==> src/rtl/fetch_pkg.sv <==
// Shared definitions for the instruction fetch unit: FSM encoding,
// reset defaults and the width of the response timeout counter.
package fetch_pkg;

    typedef enum logic [2:0] {
        ST_IDLE  = 3'd0,
        ST_REQ   = 3'd1,
        ST_WAIT  = 3'd2,
        ST_HOLD  = 3'd3,
        ST_FAULT = 3'd4
    } fetch_state_t;

    localparam logic [31:0] RESET_PC_DEFAULT = 32'h8000_0000;
    localparam int          TIMEOUT_DEFAULT  = 255;
    localparam int          CNT_W            = 8;

endpackage

==> src/rtl/inst_fetch.sv <==
// Instruction fetch unit: issues one memory read per instruction at the
// current pc, waits (bounded) for the response, and hands the word to the
// decoder. Redirects from the execute unit override the sequential pc;
// a response already in flight when a redirect arrives is discarded.
//
// Handshakes: mem_req/mem_gnt transfer the request on a cycle where both are
// high; mem_rvalid is a one-cycle response strobe honoured only in WAIT;
// inst_valid/inst_ready transfer the instruction on a cycle where both are
// high, and inst/inst_pc do not change while inst_valid waits for inst_ready.
import fetch_pkg::*;

module inst_fetch #(
    parameter logic [31:0] RESET_PC = RESET_PC_DEFAULT,
    parameter int          TIMEOUT  = TIMEOUT_DEFAULT
) (
    input  logic         clk,
    input  logic         rst,
    input  logic         run,
    input  logic         redirect_valid,
    input  logic [31:0]  redirect_pc,
    output logic         mem_req,
    output logic [31:0]  mem_addr,
    input  logic         mem_gnt,
    input  logic         mem_rvalid,
    input  logic [31:0]  mem_rdata,
    output logic         inst_valid,
    input  logic         inst_ready,
    output logic [31:0]  inst,
    output logic [31:0]  inst_pc,
    output logic         fault,
    output logic         busy,
    output fetch_state_t state_dbg
);

    localparam logic [CNT_W-1:0] TIMEOUT_C = CNT_W'(TIMEOUT);

    fetch_state_t     state, state_n;
    logic [31:0]      pc, pc_n;
    logic [31:0]      inst_n, inst_pc_n;
    logic             drop, drop_n;
    logic [CNT_W-1:0] cnt, cnt_n;

    // State and datapath registers, cleared by synchronous reset.
    always_ff @(posedge clk) begin
        if (rst) begin
            state   <= ST_IDLE;
            pc      <= RESET_PC;
            inst    <= '0;
            inst_pc <= '0;
            drop    <= 1'b0;
            cnt     <= '0;
        end else begin
            state   <= state_n;
            pc      <= pc_n;
            inst    <= inst_n;
            inst_pc <= inst_pc_n;
            drop    <= drop_n;
            cnt     <= cnt_n;
        end
    end

    // Next-state, pc selection, response capture and timeout counting.
    always_comb begin
        state_n   = state;
        pc_n      = pc;
        inst_n    = inst;
        inst_pc_n = inst_pc;
        drop_n    = drop;
        cnt_n     = cnt;
        case (state)
            ST_IDLE: begin
                if (redirect_valid) pc_n = redirect_pc;
                if (run) state_n = ST_REQ;
            end
            ST_REQ: begin
                if (redirect_valid) pc_n = redirect_pc;
                if (pc[1:0] != 2'b00) begin
                    // Misaligned pc is never presented to memory.
                    state_n = ST_FAULT;
                end else if (mem_gnt) begin
                    state_n = ST_WAIT;
                    cnt_n   = '0;
                    // The granted request targets the old pc; drop its data.
                    drop_n  = redirect_valid;
                end
            end
            ST_WAIT: begin
                if (redirect_valid) begin
                    pc_n   = redirect_pc;
                    drop_n = 1'b1;
                end
                if (mem_rvalid) begin
                    if (drop || redirect_valid) begin
                        state_n = ST_REQ;
                        drop_n  = 1'b0;
                    end else begin
                        inst_n    = mem_rdata;
                        inst_pc_n = pc;
                        state_n   = ST_HOLD;
                    end
                end else if (cnt == TIMEOUT_C) begin
                    state_n = ST_FAULT;
                end else begin
                    cnt_n = cnt + 1'b1;
                end
            end
            ST_HOLD: begin
                // Redirect wins over the sequential increment.
                if (redirect_valid) begin
                    pc_n    = redirect_pc;
                    state_n = run ? ST_REQ : ST_IDLE;
                end else if (inst_ready) begin
                    pc_n    = pc + 32'd4;
                    state_n = run ? ST_REQ : ST_IDLE;
                end
            end
            ST_FAULT: begin
                state_n = ST_FAULT;
            end
            default: begin
                state_n = ST_IDLE;
            end
        endcase
    end

    // Moore outputs, forced quiet while reset is asserted.
    always_comb begin
        mem_req    = 1'b0;
        inst_valid = 1'b0;
        busy       = 1'b0;
        fault      = 1'b0;
        if (!rst) begin
            mem_req    = (state == ST_REQ) && (pc[1:0] == 2'b00);
            inst_valid = (state == ST_HOLD);
            busy       = (state == ST_REQ) || (state == ST_WAIT);
            fault      = (state == ST_FAULT);
        end
    end

    assign mem_addr  = pc;
    assign state_dbg = state;

endmodule

==> config.mk <==
export PLATFORM = sky130hd
export DESIGN_NAME = inst_fetch
export DESIGN_NICKNAME = d
export VERILOG_FILES = /design/src/rtl/fetch_pkg.sv /design/src/rtl/inst_fetch.sv
export SDC_FILE = /design/constraint.sdc
export NUM_CORES = 1
export LEC_CHECK = 0
export ABC_AREA = 1
export ABC_CLOCK_PERIOD_IN_PS = 2200
export BUFFER_PORTS_ARGS = -buffer_cell sky130_fd_sc_hd__buf_2
export CORE_AREA = 2 2 104 106
export DETAILED_ROUTE_END_ITERATION = 10
export DIE_AREA = 0 0 106 108
export PLACE_DENSITY = 0.78
export SETUP_SLACK_MARGIN = 0.2
export SLEW_MARGIN = 20
export SYNTH_ARGS = -nofsm -noshare
export SYNTH_HDL_FRONTEND = slang
export SYNTH_SLANG_ARGS = --single-unit
export TNS_END_PERCENT = 5
==> constraint.sdc <==
create_clock -name clk -period 2.2 [get_ports clk]
set_clock_uncertainty 0.1 [all_clocks]
set_input_delay 0.33 -clock clk [delete_from_list [all_inputs] [get_ports clk]]
set_output_delay 0.33 -clock clk [all_outputs]
set_load 0.005 [all_outputs]
Word-level counts from Yosys, hierarchy flattened

Cells that the tools add are included.

Bits in registers: 108
Input port bits: 71
Output and inout bits: 103
Logic and storage cells: 66

Add/sub/neg operators: 2
Equal/unequal tests: 14
Muxes and demuxes: 29
Bitwise operators: 1
Reduce and logical (&&, ||, !) cells: 14

Operators with widths:

| operator                                                        | count |
|---|---|
| 32-bit two-way mux                                              | 3 |
| 32-bit one-hot mux with 2 select lines                          | 1 |
| 32-bit by 3-bit adder with 32-bit output, second input constant | 1 |
| 8-bit two-way mux                                               | 4 |
| 3-bit two-way mux                                               | 7 |
| 8-bit one-hot mux with 2 select lines                           | 1 |
| 3-bit one-hot mux with 5 select lines                           | 1 |
| 1-bit two-way mux                                               | 10 |
| 2-bit inequality test, second input constant                    | 5 |
| 3-bit inequality test, second input constant                    | 3 |
| 3-bit AND reduction                                             | 3 |
| 8-bit by 1-bit adder with 8-bit output, second input constant   | 1 |
| 8-bit == test, second input constant                            | 1 |
| 3-bit by 2-bit == test with 1-bit output, second input constant | 2 |
| 2-bit nonzero test                                              | 3 |
| 5-bit AND reduction                                             | 1 |
| 4-bit AND reduction                                             | 1 |
| 3-bit by 1-bit == test with 1-bit output, second input constant | 1 |
| 3-bit == test, second input constant                            | 1 |
| 3-bit zero test                                                 | 1 |
| 3-bit OR reduction                                              | 1 |
| 2-bit zero test                                                 | 1 |
| 1-bit logical OR                                                | 2 |
| 2-bit two-way mux                                               | 1 |
| other kinds (4)                                                 | 4 |

Depth between registers and ports, before layout

Gate-level depths: netlist (run 1).

Depth after elaboration: 4
Depth in mapped cells: 11
Gate-level depth less buffers: 11

Worst setup path after synthesis (run 1)

Ideal clock, no wire load.

Path type: flip-flop to flip-flop
Start point: register pc[3], in the netlist mem_addr[3]
End point: register pc[26], in the netlist mem_addr[26]
Arrival time: 1.427 ns
Data required time: 1.968 ns
Setup slack: 0.541 ns
Stages on the path, launching flop included: 11
Path through: dfxtp_1 -> ha_1 -> inv_1 -> nor2_1 -> nand2_1 -> inv_1 -> nand2_1 -> nand2_1 -> nand3_1 -> nand2_1 -> a21oi_1

Longest elaborated chain between the ends: 4

Ends and longest elaborated chain:

| element                                  | line              | source |
|---|---|---|
| from (decl)                              | inst_fetch.sv:38  | `logic [31:0] pc, pc_n;` |
| from (signal assigned)                   | inst_fetch.sv:54  | `pc <= pc_n;` |
| 32-bit by 3-bit adder with 32-bit output | inst_fetch.sv:113 | `pc_n = pc + 32'd4;` |
| 32-bit two-way mux                       | inst_fetch.sv:112 | `end else if (inst_ready) begin` |
| 32-bit two-way mux                       | inst_fetch.sv:109 | `if (redirect_valid) begin` |
| 32-bit one-hot mux with 2 select lines   | inst_fetch.sv:70  | `case (state)` |

Every way passes these cells. The select of a mux whose other input is x is not followed.
A chain may end at the register's enable or synchronous reset.

Final worst setup path (run 1)

Start point: register state[0], in the netlist state_dbg[0]
End point: output busy

Longest elaborated chain between the ends: 3
Elaborated cells between the ends (all ways): 4
Classes of those cells: eq/ne (2); mux (1); reduce/logical (1)

Ends and longest elaborated chain:

| element                                                                                                     | line              | source |
|---|---|---|
| from (decl)                                                                                                 | inst_fetch.sv:37  | `fetch_state_t state, state_n;` |
| from (signal assigned)                                                                                      | inst_fetch.sv:53  | `state <= state_n;` |
| 3-bit by 1-bit == test with 1-bit output / 3-bit by 2-bit == test with 1-bit output (equally long branches) | inst_fetch.sv:135 | `busy = (state == ST_REQ) \|\| (state == ST_WAIT);` |
| 1-bit logical OR (*)                                                                                        | inst_fetch.sv:135 |  |
| 1-bit two-way mux (*)                                                                                       | inst_fetch.sv:132 | `if (!rst) begin` |
| to (decl)                                                                                                   | inst_fetch.sv:31  | `output logic busy,` |

Mark *: on every way between the ends. The rest lies on a longest branch, timed or not.

==> out/results.txt, run 1 <==
Clock-pin slew was measured on the worst setup and hold paths at 110 ps. The initial antenna violation count is 0, and the average wire per cell in the routed design is 13.7 um. The overall fraction of global-route tracks in use is 0.262, and the first-iteration detailed-routing DRC count is 356. Based on the critical path, the design can be clocked at up to 535 MHz. TritonCTS built the clock tree. The initialized floorplan defines 37 standard-cell rows.

For this design, the CTS-stage hold fixing added 0 buffers. The die covers 0.0114 mm^2. The critical path's largest stage delay is 420 ps, and the distinct cell type count after synthesis is 30. The critical path capture point type was an output pin. For the final routed database, the setup TNS stands at 0 ps. After detailed routing, the number of remaining DRC violations is 0. The post-route worst setup slack came out at 333 ps.

Setup repair after global routing could not meet its margin everywhere. The run finished with clean final reports. The number of failing hold endpoints at the final stage is 0. The run gives 0 as the number of synthesis warnings.

For the sequential fraction of the synthesis area, the log shows 0.420. The maximum level of the CTS H-tree was 3; the post-synthesis cell count was 793. After synthesis the netlist holds a flip-flop and latch count of 108. The logs give 0.480 for the sequential group share of total power and 316 ps for the worst setup timing slack at the placement stage.

The chip width was 106 um; the clock sink count was 108. In this run the static leakage power is 2.96 nW. In this run the tool buffered the top-level ports with 173 buffer cells. The data arrival time of the critical path came out at 1440 ps. The run gives 0.494 as the remaining max-slew budget at the tightest pin. The number of clock buffers added by TritonCTS is 9. Detailed-placement wirelength estimate: 10900 um. Initial standard-cell utilization of the core: 0.504. For the worst-skew pair, the clock arrives at the later sink with an insertion delay of 370 ps. The number of nets in the synthesized netlist is 866. In the routed layout, each cell is associated on average with a via count of 5.11.

The path class of the lowest-slack min-delay path was in -> reg. The worst-case IR drop observed on VDD is 413 uV. The core occupancy in the finished layout was 0.618; the count of maximum capacitance violations was 0.

The launch point of the critical path is state_dbg[0]. The cell at the root of the clock tree was sky130_fd_sc_hd__clkbuf_8. For the number of global-route vias before repair, the log shows 4983.

Summed over all layers, the routed wires come to 14900 um. The floorplan step set the die height to 108 um. Global-route wire length before repair: 24000 um.

The startpoint identified for the worst hold timing path is mem_rdata[29]. In this run the remaining antenna-violating nets after routing total 0. Fill cells in the final layout number 1023. The startpoint type of the worst setup path was a flip-flop. For the placer congestion estimate, the log shows 0.964. The clock passes through at most 2 buffers. In this run the critical register-to-register path is launched from state_dbg[2]. For this design the ratio of total power to cell area is 832 mW/mm^2. Count of antenna diodes in the layout: 0. For this run, the detailed router's first-pass iteration total came to 5. The area growth from synthesis to layout is 22.8%. Internal power comes to 3.30 mW. Walking the worst path, the cells encountered are inv_1 -> nand3_2 -> buf_4 -> a21oi_1 -> buf_2. The share of the cycle needed by the critical path after routing works out to 0.849. For the number of max-slew violations in the final report, the log shows 0. For the final net count, the log shows 1022. Entering global routing, the biggest net connects 77 pins.

The tools report the net switching component of the power as 1.97 mW. Among all stages on the critical path, the largest delay is contributed by sky130_fd_sc_hd__dfxtp_1. The share of total power in combinational logic is 0.289, and the vias after detailed routing is 5571. At the pin with the least slew margin, the transition time is 758 ps. The core area was 0.0102 mm^2.

The run gives 0.00515 mm^2 as the post-synthesis instance area. The critical path is of the reg -> out type. The share of total power consumed by net switching is 0.373, and the time the worst path needs with I/O delays and setup is 1870 ps. The total congestion overflow after global routing is 0, and the share of power burned in the clock network is 0.231. The buffers inserted during post-CTS setup optimization was 0. The fraction of final layout cells sized beyond drive strength 1 came out at 0.226. 174 I/O pins were placed. Setup violations remaining at the end of the flow were counted as 0. The average instance in the mapped netlist occupies 6.50 um^2. In this run the worst path has a maximum fanout of 13. For the worst setup path, the data required time is 1770 ps.
==> cells in the final DEF, fill, tap and decap left out, types with 8 or more instances in the layout <==
cell                       instances
sky130_fd_sc_hd__nand4_1           8
sky130_fd_sc_hd__nor2_1          198
sky130_fd_sc_hd__inv_1            43
sky130_fd_sc_hd__nand2_1         167
sky130_fd_sc_hd__dfxtp_1         107
sky130_fd_sc_hd__clkbuf_8         10
sky130_fd_sc_hd__a21oi_1          60
sky130_fd_sc_hd__nand3_1          37
sky130_fd_sc_hd__buf_2           173
sky130_fd_sc_hd__o21ai_0          92
sky130_fd_sc_hd__buf_4             8
==> power groups by stage <==
stage          sequential (mW)  clock (mW)  combinational, mW
4_1_cts                   2.52        1.24               1.52
3_3_place_gp              2.57           0               1.50
2_1_floorplan             2.52           0              0.931
5_1_grt                   2.57        1.33               1.73
6_report                  2.53        1.21               1.52
3_5_place_dp              2.56           0               1.52
==> critical path: cells and delay by family (launching register included) <==
| family | cells | cell delay, ps |
|---|---|---|
| AOI/OAI and AO/OA | 1 | 80 |
| DFF | 1 | 420 |
| buffers and inverters | 3 | 460 |
| and+or+nand+nor | 1 | 120 |
==> flip-flops by register name, summed over array words and instances (netlist names) <==
signal     flops
inst          32
mem_addr      32
state_dbg      3
inst_pc       32
drop           1
cnt            8
==> synthesized netlist by cell type, drive strengths merged <==
cell    instances  area [um^2]
a21oi          60          300
a31oi           3         18.8
buf            22          114
clkbuf         16         60.1
dfxtp         108         2160
ha              2         25.0
inv            50          188
nand2         168          633
nand3          39          205
nand3b          1         7.51
nand4           8         50.1
nor2          201          757
nor3            5         36.3
nor3b           1         7.51
o211ai          3         22.5
o21ai          96          488
o22ai           1         6.26
or2             3         18.8
xnor2           1         8.76
xor2            5         43.8
==> cells by family (layout without fill, tap and decap cells) <==
family | Yosys count | after routing | synth area share
AND/OR/NAND/NOR | 426 | 426 | 0.333
AO/OA/AOI/OAI | 163 | 163 | 0.162
flip-flops | 108 | 108 | 0.420
buffers and inverters | 88 | 249 | 0.0702
XOR/XNOR | 6 | 6 | 0.0102
adder cells (fa/ha/maj) | 2 | 2 | 0.00486
==> layout make-up <==
| cell class | count | area, um^2 | share of cell area |
|---|---|---|---|
| clock buffers | 10 | 138 | 0.0218 |
| clock inverters | 6 | 62.6 | 0.00989 |
| inverters | 50 | 188 | 0.0297 |
| multi-input cells | 597 | 2640 | 0.417 |
| flip-flops and latches | 108 | 2160 | 0.342 |
| well taps | 136 | 170 | 0.0269 |
| repair buffers | 183 | 966 | 0.153 |
==> through the flow <==
stage | hold WS [ps] | total power [mW] | instance area, um^2 | instances
after global routing | 62.1 | 5.63 | 6330 | 1090
after global placement | 373 | 4.06 | 6120 | 1074
after detailed placement | 381 | 4.08 | 6120 | 1074
after floorplan | 358 | 3.45 | 5150 | 793
final | 74.8 | 5.27 | 6330 | 1090
after CTS | 62.2 | 5.29 | 6320 | 1090
==> worst paths after layout <==
kind | to | slack, ps | cells past startpoint
worst max register to register | mem_addr[19] | 370 | 8
worst min register to register | cnt[7] | 400 | 2
worst max-delay path | busy | 330 | 5
worst min-delay path | inst[29] | 70 | 3
==> routing by layer <==
metal,wire [um],share of wire,up-vias,global-route usage
met2,6540,0.44,233,0.412
met3,1350,0.091,22,0.0585
met5,0,0,-,0
li1,-,-,2868,-
met4,272,0.018,0,0.0865
met1,6740,0.45,2448,0.359
==> timing repair <==
item                                   CTS  global route
resized for setup                        0             2
endpoints found under the hold margin    0             0
setup endpoints to repair                0             5
No activity file was read; power rests on OpenSTA's default activity.
==> run 2: changes to the inputs <==
--- a/config.mk
+++ b/config.mk
@@ -5,13 +5,13 @@
 export SDC_FILE = /design/constraint.sdc
 export NUM_CORES = 1
 export LEC_CHECK = 0
-export ABC_AREA = 1
-export ABC_CLOCK_PERIOD_IN_PS = 2200
+export ABC_AREA = 0
+export ABC_CLOCK_PERIOD_IN_PS = 1600
 export BUFFER_PORTS_ARGS = -buffer_cell sky130_fd_sc_hd__buf_2
-export CORE_AREA = 2 2 104 106
+export CORE_AREA = 2 2 109 111
 export DETAILED_ROUTE_END_ITERATION = 10
-export DIE_AREA = 0 0 106 108
-export PLACE_DENSITY = 0.78
+export DIE_AREA = 0 0 111 113
+export PLACE_DENSITY = 0.74
 export SETUP_SLACK_MARGIN = 0.2
 export SLEW_MARGIN = 20
 export SYNTH_ARGS = -nofsm -noshare
==> constraint.sdc (replaced) <==
create_clock -name clk -period 1.6 [get_ports clk]
set_clock_uncertainty 0.1 [all_clocks]
set_input_delay 0.24 -clock clk [delete_from_list [all_inputs] [get_ports clk]]
set_output_delay 0.24 -clock clk [all_outputs]
set_load 0.005 [all_outputs]
==> run 2 against run 1 <==
The run now ends with setup timing left. Worst setup slack got worse by 590 ps. Sequential power is 25% higher. Critical path depth rose by 1. Register-to-register slack got worse by 610 ps. Design area grew 17%. Flip-flop and latch count unchanged. Critical endpoint is now mem_req. Power grew 56%. Combinational power rose by 80%. Cell count is 4.6% lower. Die area grew 9.6%. Critical path type unchanged. Sequential share of layout area down 4.3 points.
==> out/results.txt, run 2 <==
In this run the power density over the cells is 1110 mW/mm^2. By area, the combinational part of the netlist is dominated by simple AND/OR/NAND/NOR gates. The sequential fraction of the synthesis area came out at 0.433.

The worst hold path terminates at inst[26]. The first TritonRoute pass finished after 6 iterations. The pin count of the biggest net entering global routing was 58. Number of global-route vias before repair: 5395. A synthesized cell averages 7.69 um^2. The main flop type after synthesis is sky130_fd_sc_hd__dfxtp_1.

The remaining max-slew budget at the tightest pin is 0.747, and the simple-gate share of the synthesized area is 0.298. The maximum level of the CTS H-tree was 3. The core area is 0.0113 mm^2.

The tightest hold path in the finished design has a slack of 25.8 ps. The post-synthesis instance area is 0.00499 mm^2, and the static leakage is 3.22 nW. Max-cap violations in this run came to 0. The flip-flop and latch area was 0.00221 mm^2. The time the worst path needs with I/O delays and setup works out to 1860 ps. The dominant cell type by area after synthesis is sky130_fd_sc_hd__dfxtp_1. In the final design database the tool counted 965 nets.

No sink is reached through more buffers than the 2 on the longest clock path. Yosys mapped a number of flops with a built-in enable equal to 0. Leaving out fill and tap cells, the most frequent cells in the layout are sky130_fd_sc_hd__buf_2 (172), sky130_fd_sc_hd__nand2_1 (165), sky130_fd_sc_hd__a21oi_1 (90). The share of the synthesized area in compound gates (AO/OA/AOI/OAI) was 0.193; the post-synthesis cell count was 649.

Most frequent standard cell in the layout excluding fill and tap cells: sky130_fd_sc_hd__buf_2. In this run the number of cells on the critical path is 6. The number of max-slew violations in the final report is 0. The first global-routing pass estimated 25100 um of wire.

The quantity of I/O buffers inserted on ports came out at 173. Together, buffers and inverters on the worst path number 3. The number of clock buffers added by TritonCTS is 9. Traced cell by cell, the critical path runs through nor4b_4 -> buf_4 -> nand2b_4 -> buf_6 -> nor2_1 -> buf_2.

The xor/xnor share of the synthesized area is 0.0123. Setup violations remaining at the end of the flow were counted as 107. For the number of fill cells in the layout, the log shows 920.

The run finished, with violations left. Post-route worst setup slack: -258 ps. Among all stages on the critical path, the largest delay is contributed by sky130_fd_sc_hd__dfxtp_4.

STA puts the critical path data arrival time at 1520 ps. The placer congestion estimate was 0.890; the vias after detailed routing was 5592. In this run, distinct cell masters in the synthesized netlist total 65. VDD sags by at most 645 uV.

In this run the critical register-to-register path is launched from state_dbg[1]. The post-synthesis to final-layout area growth works out to 47.8%. The critical path capture point type is an output pin. The logs give 0 for the total congestion overflow after global routing and 0 for the count of antenna diodes in the layout. The startpoint identified for the worst hold timing path is mem_rdata[26]. Dividing the detail-routed wire length by the instance count gives 15.0 um.

The later pin in the worst-skew pair is clocked with a latency of 340 ps. The adder and majority gate portion of the synthesized area was 0.00501. The checks that failed: setup timing. The run gives 0 as the initial antenna violation count.

The tools report the startpoint type of the worst setup path as a flip-flop. In this run the worst path has a maximum fanout of 2. Yosys attributes the largest share of cell area to sky130_fd_sc_hd__dfxtp_1 (43%), sky130_fd_sc_hd__nand2_1 (13%), sky130_fd_sc_hd__a21oi_1 (9.6%).

The critical path is of the reg -> out type. The die covers 0.0125 mm^2. The post-detailed-routing wire length was 15600 um. The most frequent cell after synthesis is sky130_fd_sc_hd__nand2_1. The hold path depth is 3.

The largest single stage delay on the critical path is 360 ps. The length in cells of the worst reg-to-reg path is 5. The initial standard-cell utilization of the core is 0.443, and the number of rows created at floorplan is 39. The kind of cell adding the most delay to the critical path is simple AND/OR/NAND/NOR gates. The worst setup timing slack at the placement stage came out at -369 ps. Die height: 113 um.

The path class of the lowest-slack min-delay path was in -> reg. The post-synthesis async set-or-reset flop share works out to 0. Reg-to-reg critical path endpoint: state_dbg[2]. Derived from the worst setup path, the maximum achievable clock frequency is 538 MHz. In the synthesized netlist, the cells that appear most often are sky130_fd_sc_hd__nand2_1 (168), sky130_fd_sc_hd__dfxtp_1 (108), sky130_fd_sc_hd__a21oi_1 (96). In the routed design, unresolved DRC markers number 0.

The overall fraction of global-route tracks in use was 0.240; the share of the cycle needed by the critical path after routing was 1.16. The run gives 722 as the net count of the mapped netlist. The tree built by TritonCTS fans out to 108 sinks.

For this run, the number of Yosys warnings is 0. The proportion of netlist area held by the largest area contributor is 0.433, and the number of top-level pins is 174. The area occupied by multi-input gates was 0.00284 mm^2; the data required time of the critical path was 1260 ps. The fraction of final layout cells sized beyond drive strength 1 is 0.405, and the detailed-placement wirelength estimate is 11300 um.

The portion of netlist area occupied by mux cells is 0.0103, and the core occupancy in the finished layout is 0.655. In the routed layout, each cell is associated on average with a via count of 5.38. The antenna violation net count after detailed routing is 0.

The design draws 8.22 mW. Setup slack on the worst reg-to-reg path comes out at -240 ps. The cell at the root of the clock tree is sky130_fd_sc_hd__clkbuf_16.

The number of failing hold endpoints at the final stage was 0. CTS clock-pin slew for the worst setup and hold paths: 70 ps. The first-iteration detailed-routing DRC count came out at 348. The number of storage elements in the synthesis netlist is 108. TritonCTS built the clock tree. Setup repair after global routing could not meet its margin everywhere.

At the pin with the least slew margin, the transition time is 379 ps. From left edge to right edge, the die measures 111 um.
[run 2: worst max path at each step]
stage	startpoint	to	slack, ps
3_3_place_gp	state_dbg[1]	cnt[7]	-230
2_1_floorplan	mem_addr[3]	mem_addr[26]	-180
3_5_place_dp	state_dbg[1]	state_dbg[1]	-370
4_1_cts	mem_addr[1]	mem_req	-250
5_1_grt	state_dbg[1]	mem_req	-350
6_report	state_dbg[1]	mem_req	-260
[run 2: cell type report]
class                      count  share of cell area
clock buffer                  10              0.0339
clock inverter                 6             0.00933
inverter                       6             0.00305
multi-input combinational    490               0.384
sequential                   108               0.299
tap                          143              0.0242
timing repair buffer         277               0.246
[run 2: cell families after synthesis]
kind of cell               Yosys count
buffers and inverters               52
adders and majority gates            2
and+or+nand+nor                    311
DFF                                108
muxes                                5
xor gates and xnor gates             7
AOI/OAI and AO/OA                  164
[run 2: per-layer routing]
layer | track usage | up-vias | wire length, um
met5 | 0 | - | 0
met4 | 0.0950 | 0 | 345
met3 | 0.0471 | 30 | 1050
met2 | 0.425 | 210 | 7730
met1 | 0.288 | 2608 | 6470
li1 | - | 2744 | -
[run 2: timing repair]
| action | in CTS | in global routing |
|---|---|---|
| gates cloned | 1 | 0 |
| buffers inserted | 4 | 3 |
| resized for setup | 40 | 25 |
| hold buffers | 0 | 0 |
| endpoints found under the setup margin | 114 | 114 |
| pin swaps | 23 | 10 |
[run 2: through the flow]
step	instances	instance area, um^2	setup TNS [ps]
3_3_place_gp	1016	6720	-8350
6_report	1040	7380	-10200
5_1_grt	1040	7380	-21080
3_5_place_dp	1016	6720	-17470
2_1_floorplan	649	5070	-11150
4_1_cts	1037	7230	-5260
[run 2: worst reg2reg max path: stages, from the launching register on]
cell	delay, ps
sky130_fd_sc_hd__dfxtp_4	380
sky130_fd_sc_hd__buf_12	120
sky130_fd_sc_hd__or4b_4	460
sky130_fd_sc_hd__o21bai_4	230
sky130_fd_sc_hd__nor2b_2	200
sky130_fd_sc_hd__a31o_2	250
[run 2: where the power goes]
part	total, mW	switching, mW	leakage [nW]	internal (mW)
sequential	3.16	0.201	0.887	2.96
combinational	2.73	1.38	2.17	1.35
clock	2.34	1.02	0.156	1.32
==> run 3: changes to the inputs <==
--- a/config.mk
+++ b/config.mk
@@ -6,12 +6,12 @@
 export NUM_CORES = 1
 export LEC_CHECK = 0
 export ABC_AREA = 0
-export ABC_CLOCK_PERIOD_IN_PS = 1600
+export ABC_CLOCK_PERIOD_IN_PS = 2300
 export BUFFER_PORTS_ARGS = -buffer_cell sky130_fd_sc_hd__buf_2
-export CORE_AREA = 2 2 109 111
+export CORE_AREA = 2 2 100 102
 export DETAILED_ROUTE_END_ITERATION = 10
-export DIE_AREA = 0 0 111 113
-export PLACE_DENSITY = 0.74
+export DIE_AREA = 0 0 102 104
+export PLACE_DENSITY = 0.82
 export SETUP_SLACK_MARGIN = 0.2
 export SLEW_MARGIN = 20
 export SYNTH_ARGS = -nofsm -noshare
==> constraint.sdc (replaced) <==
create_clock -name clk -period 2.3 [get_ports clk]
set_clock_uncertainty 0.1 [all_clocks]
set_input_delay 0.345 -clock clk [delete_from_list [all_inputs] [get_ports clk]]
set_output_delay 0.345 -clock clk [all_outputs]
set_load 0.005 [all_outputs]
==> run 3 against run 2 <==
The run now ends clean. Critical path type is now reg -> reg. Clock-buffer cell count is 1 lower. Worst setup slack better by 510 ps. Cell count is 8.6% lower. Largest power group unchanged. Via count is 5.6% lower. Register-to-register slack better by 490 ps. Die area is 15% lower. Sequential share of layout area is 4.7 points higher. Sequential power is 28% lower. Flip-flop and latch count stayed put.
==> out/results.txt, run 3 (synthesis results as in run 2) <==
The remaining max-slew budget at the tightest pin was 0.577. Die outline area: 0.0106 mm^2. The tools report the number of iterations in the first detailed-routing pass as 5. Setup violations remaining at the end of the flow were counted as 0. Measured along the y axis, the die boundary spans 104 um. Derived from the worst setup path, the maximum achievable clock frequency is 487 MHz. The logs give 0.489 for the sequential group share of total power and 0 for the count of maximum capacitance violations. After detailed routing, the average wire length per cell comes to 15.1 um. The share of total power in combinational logic is 0.270.

Leaving out fill and tap cells, the most frequent cell in the layout is sky130_fd_sc_hd__buf_2. The area growth from synthesis to layout is 25.3%. The internal portion of the total power is 2.99 mW.

The number of global-route vias before repair is 4823. Along the worst path, the maximum fanout reaches 16. STA classifies the critical path startpoint as a flip-flop.

In this run the number of H-tree levels came out at 3. The tools report the overall fraction of global-route tracks in use as 0.270. The global-route wire length before repair is 23300 um, and the share of the cycle needed by the critical path after routing is 0.892. The cell family contributing the most delay on the critical path is simple AND/OR/NAND/NOR gates. Once detailed placement completed, the half-perimeter wirelength came to 10200 um. The static leakage came out at 2.67 nW. The run finished with clean final reports.

0 antenna diodes ended up in the layout. The congestion estimate from routability-driven global placement came to 0.887. The CTS clock-pin slew for the worst setup and hold paths is 110 ps, and the initial standard-cell utilization of the core is 0.523. At the worst endpoint, the required time is 2480 ps.

Setup repair after global routing could not meet its margin everywhere. Across the VDD grid, the largest voltage drop is 426 uV. TritonCTS built the clock tree.

The run gives 0 as the number of failing hold endpoints at the final stage. Row generation in the floorplan step produced 36 rows. In the layout the commonest cells are sky130_fd_sc_hd__buf_2 (172), sky130_fd_sc_hd__nand2_1 (168), sky130_fd_sc_hd__dfxtp_1 (103).

For the pin with the worst max-slew slack, the measured transition is 633 ps. The power density over cell area works out to 739 mW/mm^2. The final net count was 886; the post-detailed-routing wire length was 14400 um. The cell sitting at the root of the clock tree is a sky130_fd_sc_hd__clkbuf_8. After layout, the minimum clock period comes to 2050 ps. The number of max-slew violations in the final report is 0.

In the routed design, unresolved DRC markers number 0. In the routed layout, each cell is associated on average with a via count of 5.55. Share of total power consumed by net switching: 0.353. Port buffering added 173 buffers.

The critical path contains buffers and inverters numbering 0 combined. For the clock sink count, the log shows 108. The standard cell with the maximum stage delay on the critical path was sky130_fd_sc_hd__or4b_1. The tools report the first-iteration detailed-routing DRC count as 340. In this run the count of I/O pins placed on the die edge is 174. Fraction of final layout cells sized beyond drive strength 1: 0.297.

Buffers inserted during clock tree synthesis total 9. The initial antenna violation count is 0, and the data arrival time of the critical path is 2230 ps. The run gives 250 ps as the register-to-register setup slack.

Final hold analysis gives a worst-case slack of 87.9 ps. The critical path start-end classification is reg -> reg. The routed layout has 5280 vias. The later pin in the worst-skew pair is clocked with a latency of 390 ps.

The critical path's largest stage delay came out at 530 ps. The tightest min-delay check is of the in -> reg type. The core area was 0.00955 mm^2; the share of power burned in the clock network was 0.241. The aggregate negative setup slack was 0 ps; the pin count of the biggest net entering global routing was 54. From left edge to right edge, the die measures 102 um. The logs give 1.63 mW for the net switching component of the power and 2 for the number of buffers on the longest clock path.

Once detail routing completed, the nets flagged for antenna violations numbered 0. Traced cell by cell, the critical path runs through or4b_1 -> o21bai_1 -> nor2b_1 -> a311oi_1. The worst setup path is captured at a flip-flop. The tools report the total congestion overflow after global routing as 0.
[run 3: cell count changes in the layout (fill, tap and decap cells not counted), moves of 7 or more]
cell | before | now
sky130_fd_sc_hd__dfxtp_1 | 88 | 103
sky130_fd_sc_hd__buf_4 | 86 | 25
sky130_fd_sc_hd__clkbuf_8 | 0 | 9
sky130_fd_sc_hd__dfxtp_4 | 8 | 0
sky130_fd_sc_hd__dfxtp_2 | 12 | 5
sky130_fd_sc_hd__buf_12 | 10 | 2
sky130_fd_sc_hd__buf_6 | 7 | 0
sky130_fd_sc_hd__clkbuf_16 | 10 | 0
[run 3: worst reg2reg max path, delay by kind of cell (launching register included)]
family          cells  cell delay, ps
compound gates      2             660
flops               1             410
simple gates        2             760
[run 3: worst paths after layout]
| kind | startpoint | endpoint | depth (start not counted) |
|---|---|---|---|
| worst max register to register | state_dbg[2] | state_dbg[1] | 4 |
| worst min register to register | inst_pc[17] | inst_pc[17] | 2 |
| worst min-delay path | mem_rdata[22] | inst[22] | 3 |
| worst max-delay path | state_dbg[2] | state_dbg[1] | 4 |
[run 3: power groups by stage]
stage	clock network, mW	registers [mW]	logic [mW]
CTS	1.13	2.25	1.23
global route	1.22	2.29	1.38
detailed placement	0	2.29	1.22
global placement	0	2.27	1.18
floorplan	0	2.26	0.745
finish	1.12	2.26	1.25
[run 3: what timing repair did]
| item | in CTS | in global routing |
|---|---|---|
| gates resized for setup | 1 | 10 |
| hold buffers | 0 | 0 |
| pin swaps | 0 | 2 |
| endpoints found under the hold margin | 0 | 0 |
| buffers inserted | 0 | 1 |
| endpoints found under the setup margin | 3 | 80 |
[run 3: area by class of cell]
type | instances | area (um^2)
flip-flops and latches | 108 | 2170
fillers | 890 | 3290
well taps | 133 | 166
clock inverters | 7 | 58.8
clock buffers | 9 | 124
multi-input cells | 489 | 2630
repair buffers | 199 | 1090
inverters | 6 | 22.5
[run 3: layer usage]
layer	global-route usage	up-vias	part of all wire	routed length, um
li1	-	2577	-	-
met3	0.0659	21	0.065	928
met4	0.0819	0	0.014	204
met2	0.444	195	0.50	7230
met5	0	-	0	0
met1	0.350	2487	0.42	6030
[run 3: per-stage QoR]
stage | instances | util | cell area [um^2] | power [mW] | worst slack [ps]
after floorplan | 649 | - | 4990 | 3.00 | 231
after global placement | 934 | 0.632 | 6040 | 3.45 | 342
after detailed placement | 934 | 0.632 | 6040 | 3.51 | 220
after CTS | 950 | 0.652 | 6230 | 4.60 | 166
after global routing | 951 | 0.655 | 6260 | 4.89 | 148
final | 951 | 0.655 | 6260 | 4.62 | 248
